## src/rtl/mempool_pkg.sv

```systemverilog
// Shared MemPool constants and helpers.
// Provides the requester-ID width for the TCDM bank arbiter at tile level.
package mempool_pkg;

  function automatic int unsigned idx_width(input int unsigned n);
    return (n > 1) ? $clog2(n) : 1;
  endfunction

  localparam int unsigned NumTcdmArbIn  = 4;
  localparam int unsigned TcdmArbIdWidth = idx_width(NumTcdmArbIn);

endpackage

```

## src/rtl/tcdm_arb_id_fifo.sv

```systemverilog
// Synchronous FIFO of requester IDs for in-order response routing.
// Full/empty flags are registered-count based; the head is never bypassed from data_i.
module tcdm_arb_id_fifo
  import mempool_pkg::*;
#(
  parameter int unsigned Depth = 4,
  parameter int unsigned Width = 2
) (
  input  logic             clk_i,
  input  logic             rst_ni,
  input  logic             push_i,
  input  logic [Width-1:0] data_i,
  input  logic             pop_i,
  output logic [Width-1:0] data_o,
  output logic             full_o,
  output logic             empty_o
);

  localparam int unsigned PtrWidth = idx_width(Depth);
  localparam logic [PtrWidth:0] DepthCnt = (PtrWidth + 1)'(Depth);

  logic [Depth-1:0][Width-1:0] mem_q;
  logic [PtrWidth-1:0]         wr_ptr_q, rd_ptr_q;
  logic [PtrWidth:0]           count_q;
  logic                        do_push, do_pop;

  assign full_o  = (count_q == DepthCnt);
  assign empty_o = (count_q == '0);
  assign data_o  = mem_q[rd_ptr_q];
  assign do_push = push_i & ~full_o;
  assign do_pop  = pop_i & ~empty_o;

  always_ff @(posedge clk_i or negedge rst_ni) begin
    if (!rst_ni) begin
      mem_q    <= '0;
      wr_ptr_q <= '0;
      rd_ptr_q <= '0;
      count_q  <= '0;
    end else begin
      if (do_push) begin
        mem_q[wr_ptr_q] <= data_i;
        wr_ptr_q        <= wr_ptr_q + 1'b1;
      end
      if (do_pop) begin
        rd_ptr_q <= rd_ptr_q + 1'b1;
      end
      unique case ({do_push, do_pop})
        2'b10:   count_q <= count_q + 1'b1;
        2'b01:   count_q <= count_q - 1'b1;
        default: count_q <= count_q;
      endcase
    end
  end

endmodule

```

## src/rtl/tcdm_bank_arbiter.sv

```systemverilog
// Round-robin share of one TCDM bank adapter among NumIn requesters, in-order response demux.
// Define TCDM_ARB_PERF_EN to enable the saturating conflict/stall performance counters.
module tcdm_bank_arbiter
  import mempool_pkg::*;
#(
  parameter int unsigned NumIn       = 4,
  parameter int unsigned AddrWidth   = 32,
  parameter int unsigned DataWidth   = 32,
  parameter type         metadata_t  = logic,
  parameter int unsigned IdFifoDepth = 4,
  parameter int unsigned BeWidth     = DataWidth / 8
) (
  input  logic                                clk_i,
  input  logic                                rst_ni,
  input  logic      [NumIn-1:0]               req_valid_i,
  output logic      [NumIn-1:0]               req_ready_o,
  input  logic      [NumIn-1:0][AddrWidth-1:0] req_addr_i,
  input  logic      [NumIn-1:0][3:0]          req_amo_i,
  input  logic      [NumIn-1:0]               req_write_i,
  input  logic      [NumIn-1:0][DataWidth-1:0] req_wdata_i,
  input  logic      [NumIn-1:0][BeWidth-1:0]  req_be_i,
  input  metadata_t [NumIn-1:0]               req_meta_i,
  output logic      [NumIn-1:0]               resp_valid_o,
  input  logic      [NumIn-1:0]               resp_ready_i,
  output logic      [DataWidth-1:0]           resp_rdata_o,
  output metadata_t                           resp_meta_o,
  output logic                                out_valid_o,
  input  logic                                out_ready_i,
  output logic      [AddrWidth-1:0]           out_addr_o,
  output logic      [3:0]                     out_amo_o,
  output logic                                out_write_o,
  output logic      [DataWidth-1:0]           out_wdata_o,
  output logic      [BeWidth-1:0]             out_be_o,
  output metadata_t                           out_meta_o,
  input  logic                                out_resp_valid_i,
  output logic                                out_resp_ready_o,
  input  logic      [DataWidth-1:0]           out_resp_rdata_i,
  input  metadata_t                           out_resp_meta_i,
  output logic      [31:0]                    perf_conflict_o,
  output logic      [31:0]                    perf_stall_o
);

  localparam int unsigned IdWidth = idx_width(NumIn);

  logic [NumIn-1:0]   eligible;
  logic [IdWidth-1:0] rr_q, rr_d, winner, lock_id_q, head;
  logic               lock_q, found, req_hs, fifo_push, fifo_pop, fifo_full, fifo_empty;
  int unsigned        cand;

  assign eligible = req_valid_i & (req_write_i | {NumIn{~fifo_full}});

  // A stalled winner is pinned so a freed FIFO slot cannot reorder the scan mid-request.
  always_comb begin
    winner = '0;
    found  = 1'b0;
    cand   = 0;
    if (lock_q && eligible[lock_id_q]) begin
      winner = lock_id_q;
      found  = 1'b1;
    end else begin
      for (int unsigned k = 0; k < NumIn; k++) begin
        cand = 32'(rr_q) + k;
        if (cand >= NumIn) cand = cand - NumIn;
        if (!found && eligible[cand]) begin
          found  = 1'b1;
          winner = IdWidth'(cand);
        end
      end
    end
  end

  assign out_valid_o = rst_ni & found;
  assign req_hs      = out_valid_o & out_ready_i;
  assign out_addr_o  = req_addr_i[winner];
  assign out_amo_o   = req_amo_i[winner];
  assign out_write_o = req_write_i[winner];
  assign out_wdata_o = req_wdata_i[winner];
  assign out_be_o    = req_be_i[winner];
  assign out_meta_o  = req_meta_i[winner];
  assign rr_d        = (winner == IdWidth'(NumIn - 1)) ? '0 : winner + 1'b1;
  assign fifo_push   = req_hs & ~out_write_o;

  always_comb begin
    req_ready_o = '0;
    if (out_valid_o) req_ready_o[winner] = out_ready_i;
  end

  always_ff @(posedge clk_i or negedge rst_ni) begin
    if (!rst_ni) begin
      rr_q      <= '0;
      lock_q    <= 1'b0;
      lock_id_q <= '0;
    end else begin
      if (req_hs) rr_q <= rr_d;
      lock_q    <= out_valid_o & ~out_ready_i;
      lock_id_q <= winner;
    end
  end

  tcdm_arb_id_fifo #(
    .Depth (IdFifoDepth),
    .Width (IdWidth)
  ) i_id_fifo (
    .clk_i   (clk_i),
    .rst_ni  (rst_ni),
    .push_i  (fifo_push),
    .data_i  (winner),
    .pop_i   (fifo_pop),
    .data_o  (head),
    .full_o  (fifo_full),
    .empty_o (fifo_empty)
  );

  always_comb begin
    resp_valid_o     = '0;
    out_resp_ready_o = 1'b0;
    if (rst_ni && !fifo_empty) begin
      resp_valid_o[head] = out_resp_valid_i;
      out_resp_ready_o   = resp_ready_i[head];
    end
  end

  assign fifo_pop     = out_resp_valid_i & out_resp_ready_o;
  assign resp_rdata_o = out_resp_rdata_i;
  assign resp_meta_o  = out_resp_meta_i;

`ifdef TCDM_ARB_PERF_EN
  logic [31:0] conflict_q, stall_q;
  int unsigned num_eligible;

  always_comb begin
    num_eligible = 0;
    for (int unsigned i = 0; i < NumIn; i++) num_eligible += 32'(eligible[i]);
  end

  always_ff @(posedge clk_i or negedge rst_ni) begin
    if (!rst_ni) begin
      conflict_q <= '0;
      stall_q    <= '0;
    end else begin
      if (num_eligible >= 2 && conflict_q != '1) conflict_q <= conflict_q + 1'b1;
      if (out_valid_o && !out_ready_i && stall_q != '1) stall_q <= stall_q + 1'b1;
    end
  end

  assign perf_conflict_o = conflict_q;
  assign perf_stall_o    = stall_q;
`else
  assign perf_conflict_o = 32'h0;
  assign perf_stall_o    = 32'h0;
`endif

`ifndef SYNTHESIS
  resp_without_request: assert property (
    @(posedge clk_i) disable iff (!rst_ni) !(out_resp_valid_i && fifo_empty));
`endif

endmodule

```

## config.mk

```make
export PLATFORM = sky130hd
export DESIGN_NAME = tcdm_bank_arbiter
export DESIGN_NICKNAME = d
export VERILOG_FILES = /design/src/rtl/mempool_pkg.sv /design/src/rtl/tcdm_arb_id_fifo.sv /design/src/rtl/tcdm_bank_arbiter.sv
export SDC_FILE = /design/constraint.sdc
export NUM_CORES = 1
export LEC_CHECK = 0
export ABC_AREA = 1
export BUFFER_PORTS_ARGS = -buffer_cell sky130_fd_sc_hd__buf_2
export CORE_AREA = 5 5 197 199
export CTS_CLUSTER_DIAMETER = 200
export CTS_CLUSTER_SIZE = 40
export DETAILED_ROUTE_END_ITERATION = 10
export DIE_AREA = 0 0 202 204
export PLACE_DENSITY_LB_ADDON = 0.1
export SLEW_MARGIN = 20
export SYNTH_ARGS = -nofsm -noshare
export SYNTH_HDL_FRONTEND = slang
export SYNTH_SLANG_ARGS = --single-unit
```

## constraint.sdc

```tcl
create_clock -name clk_i -period 6.4 [get_ports clk_i]
set_input_delay 0.32 -clock clk_i [delete_from_list [all_inputs] [get_ports clk_i]]
set_output_delay 0.32 -clock clk_i [all_outputs]
set_load 0.01 [all_outputs]
```

==> run summary, run 1 <==
- 6.01 um2 — per-instance average area after synthesis
- 0.167 — utilization after layout
- completed — run status
- 0.118 — starting density of the core
- i_id_fifo.count_q[2] — R2R Path End
- 159 x sky130_fd_sc_hd__nor2_1, 108 x sky130_fd_sc_hd__buf_4, 95 x sky130_fd_sc_hd__o21ai_0, 73 x sky130_fd_sc_hd__o22ai_1, 65 x sky130_fd_sc_hd__nand2_1 — Post-synth top cells
- 522 — I/O pin cnt
- 1 — CTS HTree Levels
- 0.00383 ns — Setup Skew
- 0 — Max-cap violations
- 202 um — Die Wd
- 0.185 — post-synth top area share
- 19 — number of cell instances on the worst register-to-register path
- 3.64 ns — WP data arrival
- 886 nW/um2 — total power divided by cell area
- sky130_fd_sc_hd__clkbuf_16 — root buffer cell
- 39.1 mm — wire length of the first global-routing pass
- 18.0 um — Avg WL per Cell
- 0.58 ns — highest cell delay on the worst timing path
- 20 — Seq cells post-synth
- 204 — DRC violation total after the first TritonRoute iteration
- in -> async — Min-Delay Path Class
- 0.121 — combined global-route utilization of all metal layers
- 0.06 ns — Clock transition at path regs
- 1.00 — Async SR Flop Fraction
- 4370 um2 — post-synthesis cell area
- 41.7% — post-synthesis to final-layout area growth
- 0 — post-CTS setup buffer count
- 71 — number of cell rows
- output pin — Worst setup EP type
- 0.404 — share of cells above drive strength 1
- reg -> out — CP Class
- 41200 um2 — Die ar.
- 20 — clock sink total
- 0 — final slew viol count
- nor2_4 -> nand3_1 -> nand3_1 -> nand3_2 -> nand2_4 -> nand3_2 -> nor2_1 -> nor2_1 -> nand2_2 -> nand2_4 -> inv_2 -> buf_4 -> o21ai_0 -> o22ai_1 -> buf_2 — critical path, cell by cell
- 0 — Yosys warnings
- 0.25 ns — source-to-sink clock delay at the later pin of the worst-skew pair
- sky130_fd_sc_hd__buf_4 — cell with the biggest individual delay on the critical path
- 204 um — height of the die
- 0 — EDFF count, synth
- 7 — initial antenna violation count
- 59 — critical path fanouts, max
- 4 — Pre-Repair DR Iteration Count
- 2.69 ns — worst setup slack before clock tree synthesis
- 6193 — vias in the first global route
- 6013 — routed via count
- 32 — post-synth cell types
- sky130_fd_sc_hd__nor2_1 — most frequent cell after synthesis
- 2920 um2 — footprint of the multi-input gates
- 82 — pin count of the biggest net entering global routing
- 2 — clock buffer depth
- done — CTS tree
- flip-flop — launching element type of the critical path
- 0 ns — aggregate negative setup slack
- 0.481 — Slew HR
- 0 — Resize count post-CTS
- 4439 — Filler Cells Inserted
- 0 — final hold violations
- 6.08 ns — Worst Path Required
- 3.18 nW — Leak Pwr
- 0.619 — portion of the clock cycle consumed by the worst path in the final layout
- 0 — total global routing overflow
- 2.44 ns — final worst setup slack
- 0.114 — sequential element share of the synthesized area
- met2 — Most Crowded Layer GR
- 0.252 GHz — FMAX
- 27.3 mm — sum of routed wire length over all layers
- 22.8 mm — detailed-placement wirelength estimate
- 0.826 — placer's final routability congestion estimate
- 0.778 ns — Worst Tran Pin Value
- 0.139 — global routing met1 resource utilization
- sky130_fd_sc_hd__dfrtp_1 — Primary FF master, synth
- 0 — count of hold-fix buffers inserted at cts
- 3.96 — per-cell via count in the routed design
- 3.96 ns — shortest clock period the worst path allows after layout
- 0 — DRC violations left
- 3 — buffers and inverters on the worst path
- no — setup repair after global routing missed its margin
- 1395 — number of nets in the final layout
- 37000 um2 — area of the core region
- 728 — cell count after synthesis
- sky130_fd_sc_hd__buf_4 — cell taking the most area after synthesis
- 2.83 ns — Register-to-Register Setup Slack
- 0.435 mV — largest voltage drop on the vdd net
- sky130_fd_sc_hd__buf_4 19%, sky130_fd_sc_hd__nor2_1 14%, sky130_fd_sc_hd__dfrtp_1 11%, sky130_fd_sc_hd__o21ai_0 11%, sky130_fd_sc_hd__o22ai_1 10% — top cells by area, synth
- 391 — quantity of I/O buffers inserted on ports
- 0 — number of setup violations in the final report
- 0.0314 — Global Route met3 Usage
- 0 — remaining antenna violation count
- 3 — TritonCTS buffer count
- 0.233 — GR Util met2
- i_id_fifo.count_q[0] — startpoint of the worst register-to-register path
- 500 um2 — total area of sequential cells
- simple AND/OR/NAND/NOR gates — category of cells accounting for the largest share of critical-path delay
## sequential cells by signal, indices dropped and copies added (netlist names)
| name | cells |
|---|---|
| i_id_fifo.count_q | 3 |
| i_id_fifo.mem_q | 8 |
| i_id_fifo.rd_ptr_q | 2 |
| i_id_fifo.wr_ptr_q | 2 |
| lock_id_q | 2 |
| lock_q | 1 |
| rr_q | 2 |
## stage by stage
step	instance area [um2]	hold slack, ns	total power [mW]	instances
after CTS	6200	0.0806	5.64	1516
after floorplan	4610	0.0244	3.80	791
after global placement	6120	0.357	5.57	1513
final	6200	0.0564	5.49	1517
after detailed placement	6120	0.350	5.49	1513
after global routing	6200	0.102	6.11	1517
## final cells by class
class,instances,area share
multi-input combinational,596,0.471
timing repair buffer,396,0.324
tap,474,0.0957
sequential,20,0.0807
inverter,27,0.0168
clock buffer,3,0.0121
antenna,1,0.000404
## layer usage
metal / up-vias / share of wire / routed length (um)
met1: 2758 / 0.38 / 10300
met2: 269 / 0.54 / 14900
li1: 2965 / - / -
met3: 19 / 0.073 / 2000
met4: 2 / 0.0057 / 157
met5: - / 0.00048 / 13
## worst reg2reg max path, stage by stage (launching register included)
cell	delay [ns]
sky130_fd_sc_hd__dfrtp_1	0.43
sky130_fd_sc_hd__nor2_4	0.18
sky130_fd_sc_hd__nand3_1	0.16
sky130_fd_sc_hd__nand3_1	0.16
sky130_fd_sc_hd__nand3_2	0.11
sky130_fd_sc_hd__nand2_4	0.10
sky130_fd_sc_hd__nand4_1	0.12
sky130_fd_sc_hd__nand3_1	0.10
sky130_fd_sc_hd__nand2_2	0.07
sky130_fd_sc_hd__nand2_4	0.26
sky130_fd_sc_hd__inv_2	0.25
sky130_fd_sc_hd__nand3_1	0.16
sky130_fd_sc_hd__nand2_2	0.19
sky130_fd_sc_hd__nand2_1	0.18
sky130_fd_sc_hd__ha_1	0.15
sky130_fd_sc_hd__inv_1	0.06
sky130_fd_sc_hd__fa_1	0.37
sky130_fd_sc_hd__a21oi_1	0.14
sky130_fd_sc_hd__o21ai_0	0.11
sky130_fd_sc_hd__xor2_1	0.15
## logic make-up after synthesis
family	count (synthesis)	synth area share
fa+ha+maj	10	0.0303
flops	20	0.114
xor+xnor	4	0.00973
other cells	1	0.000857
compound gates	230	0.287
simple gates	288	0.285
buf+inv	175	0.273
## where the power goes
part | internal, mW | total [mW] | switching (mW) | leakage [nW]
Combinational | 1.69 | 5.11 | 3.43 | 2.89
Clock | 0.0824 | 0.128 | 0.0453 | 0.0370
Sequential | 0.185 | 0.249 | 0.0646 | 0.251
## how the worst max path moves through the flow
stage                    startpoint                   end  cells past startpoint
2_1_floorplan  i_id_fifo.count_q[0]  i_id_fifo.count_q[2]                     19
3_3_place_gp                rr_q[0]        out_addr_o[10]                     15
3_5_place_dp   i_id_fifo.count_q[0]        out_addr_o[12]                     15
4_1_cts        i_id_fifo.count_q[0]        out_addr_o[12]                     15
5_1_grt        i_id_fifo.count_q[0]        out_addr_o[10]                     15
6_report       i_id_fifo.count_q[0]        out_addr_o[12]                     15
## placed cells by master (no fill, tap or decap), drive strengths merged
cell type,netlist,routed
a21boi,1,1
a21oi,4,4
a32oi,1,1
and2,1,1
buf,136,396
clkbuf,12,3
conb,1,64
dfrtp,20,20
diode,0,1
fa,1,1
ha,9,9
inv,27,27
nand2,71,71
nand3,41,41
nand4,11,11
nor2,160,160
nor3,4,4
o21ai,151,151
o22ai,73,73
xnor2,1,1
xor2,3,3
Note: power is estimated with default switching activity, not from simulation.
==> run 2: changes to the inputs <==
--- a/config.mk
+++ b/config.mk
@@ -7,11 +7,11 @@
 export LEC_CHECK = 0
 export ABC_AREA = 1
 export BUFFER_PORTS_ARGS = -buffer_cell sky130_fd_sc_hd__buf_2
-export CORE_AREA = 5 5 197 199
+export CORE_AREA = 5 5 200 202
 export CTS_CLUSTER_DIAMETER = 200
 export CTS_CLUSTER_SIZE = 40
 export DETAILED_ROUTE_END_ITERATION = 10
-export DIE_AREA = 0 0 202 204
+export DIE_AREA = 0 0 205 207
 export PLACE_DENSITY_LB_ADDON = 0.1
 export SLEW_MARGIN = 20
 export SYNTH_ARGS = -nofsm -noshare
==> constraint.sdc (replaced) <==
create_clock -name clk_i -period 3.7 [get_ports clk_i]
set_input_delay 0.185 -clock clk_i [delete_from_list [all_inputs] [get_ports clk_i]]
set_output_delay 0.185 -clock clk_i [all_outputs]
set_load 0.01 [all_outputs]
==> run 2 against run 1 <==
  * Register-to-register slack worse by 2.3 ns
  * Clock power up 140%
  * Cell area grew 2.8%
  * Global-route usage shrank 0.69 points
  * Combinational power rose by 80%
  * First-iteration DRC count is 12% higher
  * Worst hold slack improved by 0.079 ns
  * Core utilization barely moved
  * Wire length is 3.6% lower
  * Via count is 1.2% lower
  * Critical endpoint is now out_wdata_o[9]
==> run summary, run 2 (synthesized netlist as in run 1, its figures left out) <==
- completed — run status
- 0 — Max-cap violations, unchanged
- 4578 — Filler Cells Inserted, +3.1%
- in -> reg — Min-Delay Path Class
- 0.689 mV — largest voltage drop on the vdd net, +58%
- 0 — DRC violations left, unchanged
- 0.316 GHz — FMAX
- 0.856 — portion of the clock cycle consumed by the worst path in the final layout
- 38100 um2 — area of the core region, +2.9%
- 0 — final hold violations, unchanged
- 5 — Pre-Repair DR Iteration Count, +1
- 38.1 mm — wire length of the first global-routing pass, -2.6%
- 26.3 mm — sum of routed wire length over all layers, -3.6%
- 522 — I/O pin cnt, unchanged
- 3.80 — per-cell via count in the routed design, -4.3%
- 2.98 ns — WP data arrival, -0.66 ns
- 20 — clock sink total, unchanged
- 85 — pin count of the biggest net entering global routing, +3.7%
- done — CTS tree
- 72 — number of cell rows, +1.4%
- 228 — DRC violation total after the first TritonRoute iteration, +12%
- sky130_fd_sc_hd__buf_2 — leading cell type in the layout, fill and taps excluded
- 0 ns — aggregate negative setup slack, unchanged
- 207 um — height of the die, +1.5%
- 0 — remaining antenna violation count, unchanged
- no — setup repair after global routing missed its margin
- 0.06 ns — Clock transition at path regs, about the same
- 75 — critical path fanouts, max, +27%
- 0 — number of setup violations in the final report, unchanged
- 0.26 ns — source-to-sink clock delay at the later pin of the worst-skew pair, about the same
- i_id_fifo.mem_q — top register by number of flip-flops
- 1560 nW/um2 — total power divided by cell area, +76%
- 45.7% — post-synthesis to final-layout area growth
- 0.00157 ns — Setup Skew, -0.00226 ns
- 9.94 mW — overall power, +81%
- output pin — Worst setup EP type
- 0.114 — combined global-route utilization of all metal layers, -0.00692
- 5943 — routed via count, -1.2%
- 3.17 ns — shortest clock period the worst path allows after layout
- 6100 — vias in the first global route, -1.5%
- 0 — post-CTS setup buffer count, unchanged
- 3.23 nW — Leak Pwr, +1.8%
- i_id_fifo.mem_q: 8 flops, i_id_fifo.count_q: 3 flops — top flop regs
- 21.6 mm — detailed-placement wirelength estimate, -5.2%
- 8 — flip-flop count of the largest register, all copies and words added, unchanged
- 0.530 ns — Worst Tran Pin Value, -0.248 ns
- 205 um — Die Wd, +1.5%
- 0.115 — starting density of the core, -0.00329
- 42400 um2 — Die ar., +3.0%
- sky130_fd_sc_hd__clkbuf_16 — root buffer cell
- 0 — count of inserted antenna diode cells, -1
- 5 — initial antenna violation count, -2
- 1 — CTS HTree Levels, unchanged
- 391 x sky130_fd_sc_hd__buf_2, 159 x sky130_fd_sc_hd__nor2_1, 95 x sky130_fd_sc_hd__o21ai_0, 73 x sky130_fd_sc_hd__o22ai_1, 65 x sky130_fd_sc_hd__nand2_1 — most frequent cells in the layout
- 0.406 — share of cells above drive strength 1, +0.00246
- 3 — TritonCTS buffer count, unchanged
- 0 — final slew viol count, unchanged
- 16.8 um — Avg WL per Cell, -6.7%
- 2 — clock buffer depth, unchanged
- 1400 — number of nets in the final layout, +0.36%
- 0 — total global routing overflow, unchanged
- 2920 um2 — footprint of the multi-input gates, unchanged
- 500 um2 — total area of sequential cells, unchanged
- reg -> out — CP Class
- 0.646 — Slew HR, +0.165
- 391 — quantity of I/O buffers inserted on ports, unchanged
- flip-flop — launching element type of the critical path
- 3.51 ns — Worst Path Required, -2.57 ns
- 0 — Resize count post-CTS, unchanged
- 0.772 — placer's final routability congestion estimate, -6.5%
-- run 2: cell count changes in the layout (fill, tap and decap cells not counted) --
cell,delta
sky130_fd_sc_hd__bufinv_16,+1
sky130_fd_sc_hd__diode_2,-1
sky130_fd_sc_hd__dlygate4sd3_1,+1
sky130_fd_sc_hd__buf_12,+4
-- run 2: path summary, 6_finish.rpt --
| check | from | depth (start not counted) | slack (ns) | to |
|---|---|---|---|---|
| min in group asynchronous | rst_ni | 2 | 0.30 | i_id_fifo.count_q[2] |
| setup / recovery | i_id_fifo.count_q[0] | 15 | 0.53 | out_wdata_o[9] |
| setup reg to reg | i_id_fifo.count_q[0] | 17 | 0.58 | i_id_fifo.count_q[2] |
| max in group asynchronous | rst_ni | 3 | 2.92 | lock_id_q[1] |
| hold reg to reg | i_id_fifo.mem_q[3] | 2 | 0.48 | i_id_fifo.mem_q[3] |
| hold / removal | out_ready_i | 2 | 0.13 | lock_q |
-- run 2: layout make-up --
| type | instances | area share |
|---|---|---|
| Sequential cell | 20 | 0.0786 |
| Timing Repair Buffer | 401 | 0.329 |
| Clock inverter | 1 | 0.00471 |
| Inverter | 27 | 0.0163 |
| Multi-Input combinational cell | 596 | 0.458 |
| Tap cell | 518 | 0.102 |
| Clock buffer | 3 | 0.0118 |
-- run 2: power breakdown --
group          internal, mW  switching (mW)  total, mW
logic                  3.13            6.06       9.20
registers             0.319           0.111      0.430
clock network         0.215          0.0943      0.310
-- run 2: repair_timing --
item | CTS | global route
hold endpoints to repair | 4 | 0
endpoints found under the setup margin | 0 | 0
hold buffers | 1 | 0
-- run 2: worst max-delay path: stages (launching register included) --
cell and delay [ns]:
sky130_fd_sc_hd__dfrtp_1 0.43, sky130_fd_sc_hd__nor2_4 0.19, sky130_fd_sc_hd__nand3_1 0.18, sky130_fd_sc_hd__nand3_1 0.16, sky130_fd_sc_hd__nand3_2 0.11, sky130_fd_sc_hd__nand2_4 0.10
sky130_fd_sc_hd__nand3_2 0.09, sky130_fd_sc_hd__nor2_1 0.12, sky130_fd_sc_hd__nor2_1 0.06, sky130_fd_sc_hd__nand2_2 0.10, sky130_fd_sc_hd__nand2_4 0.06, sky130_fd_sc_hd__inv_2 0.08
sky130_fd_sc_hd__buf_12 0.24, sky130_fd_sc_hd__o21ai_0 0.15, sky130_fd_sc_hd__o22ai_1 0.30, sky130_fd_sc_hd__buf_2 0.21
-- run 2: routing by layer --
layer / part of all wire / wire (um) / GRT usage
met5: 0.00053 / 14 / 0
met4: 0.0074 / 195 / 0.0122
met3: 0.070 / 1850 / 0.0297
met2: 0.54 / 14300 / 0.224
met1: 0.38 / 9940 / 0.126
-- run 2: per-stage QoR --
stage	util	cells	hold WS (ns)	setup slack, ns	area [um2]
floorplan	-	791	-0.111	0.919	4610
global placement	0.164	1561	0.0467	0.593	6260
detailed placement	0.164	1561	0.0434	0.573	6260
CTS	0.167	1566	0.119	0.502	6370
global route	0.167	1566	0.136	0.244	6370
finish	0.167	1566	0.135	0.533	6370
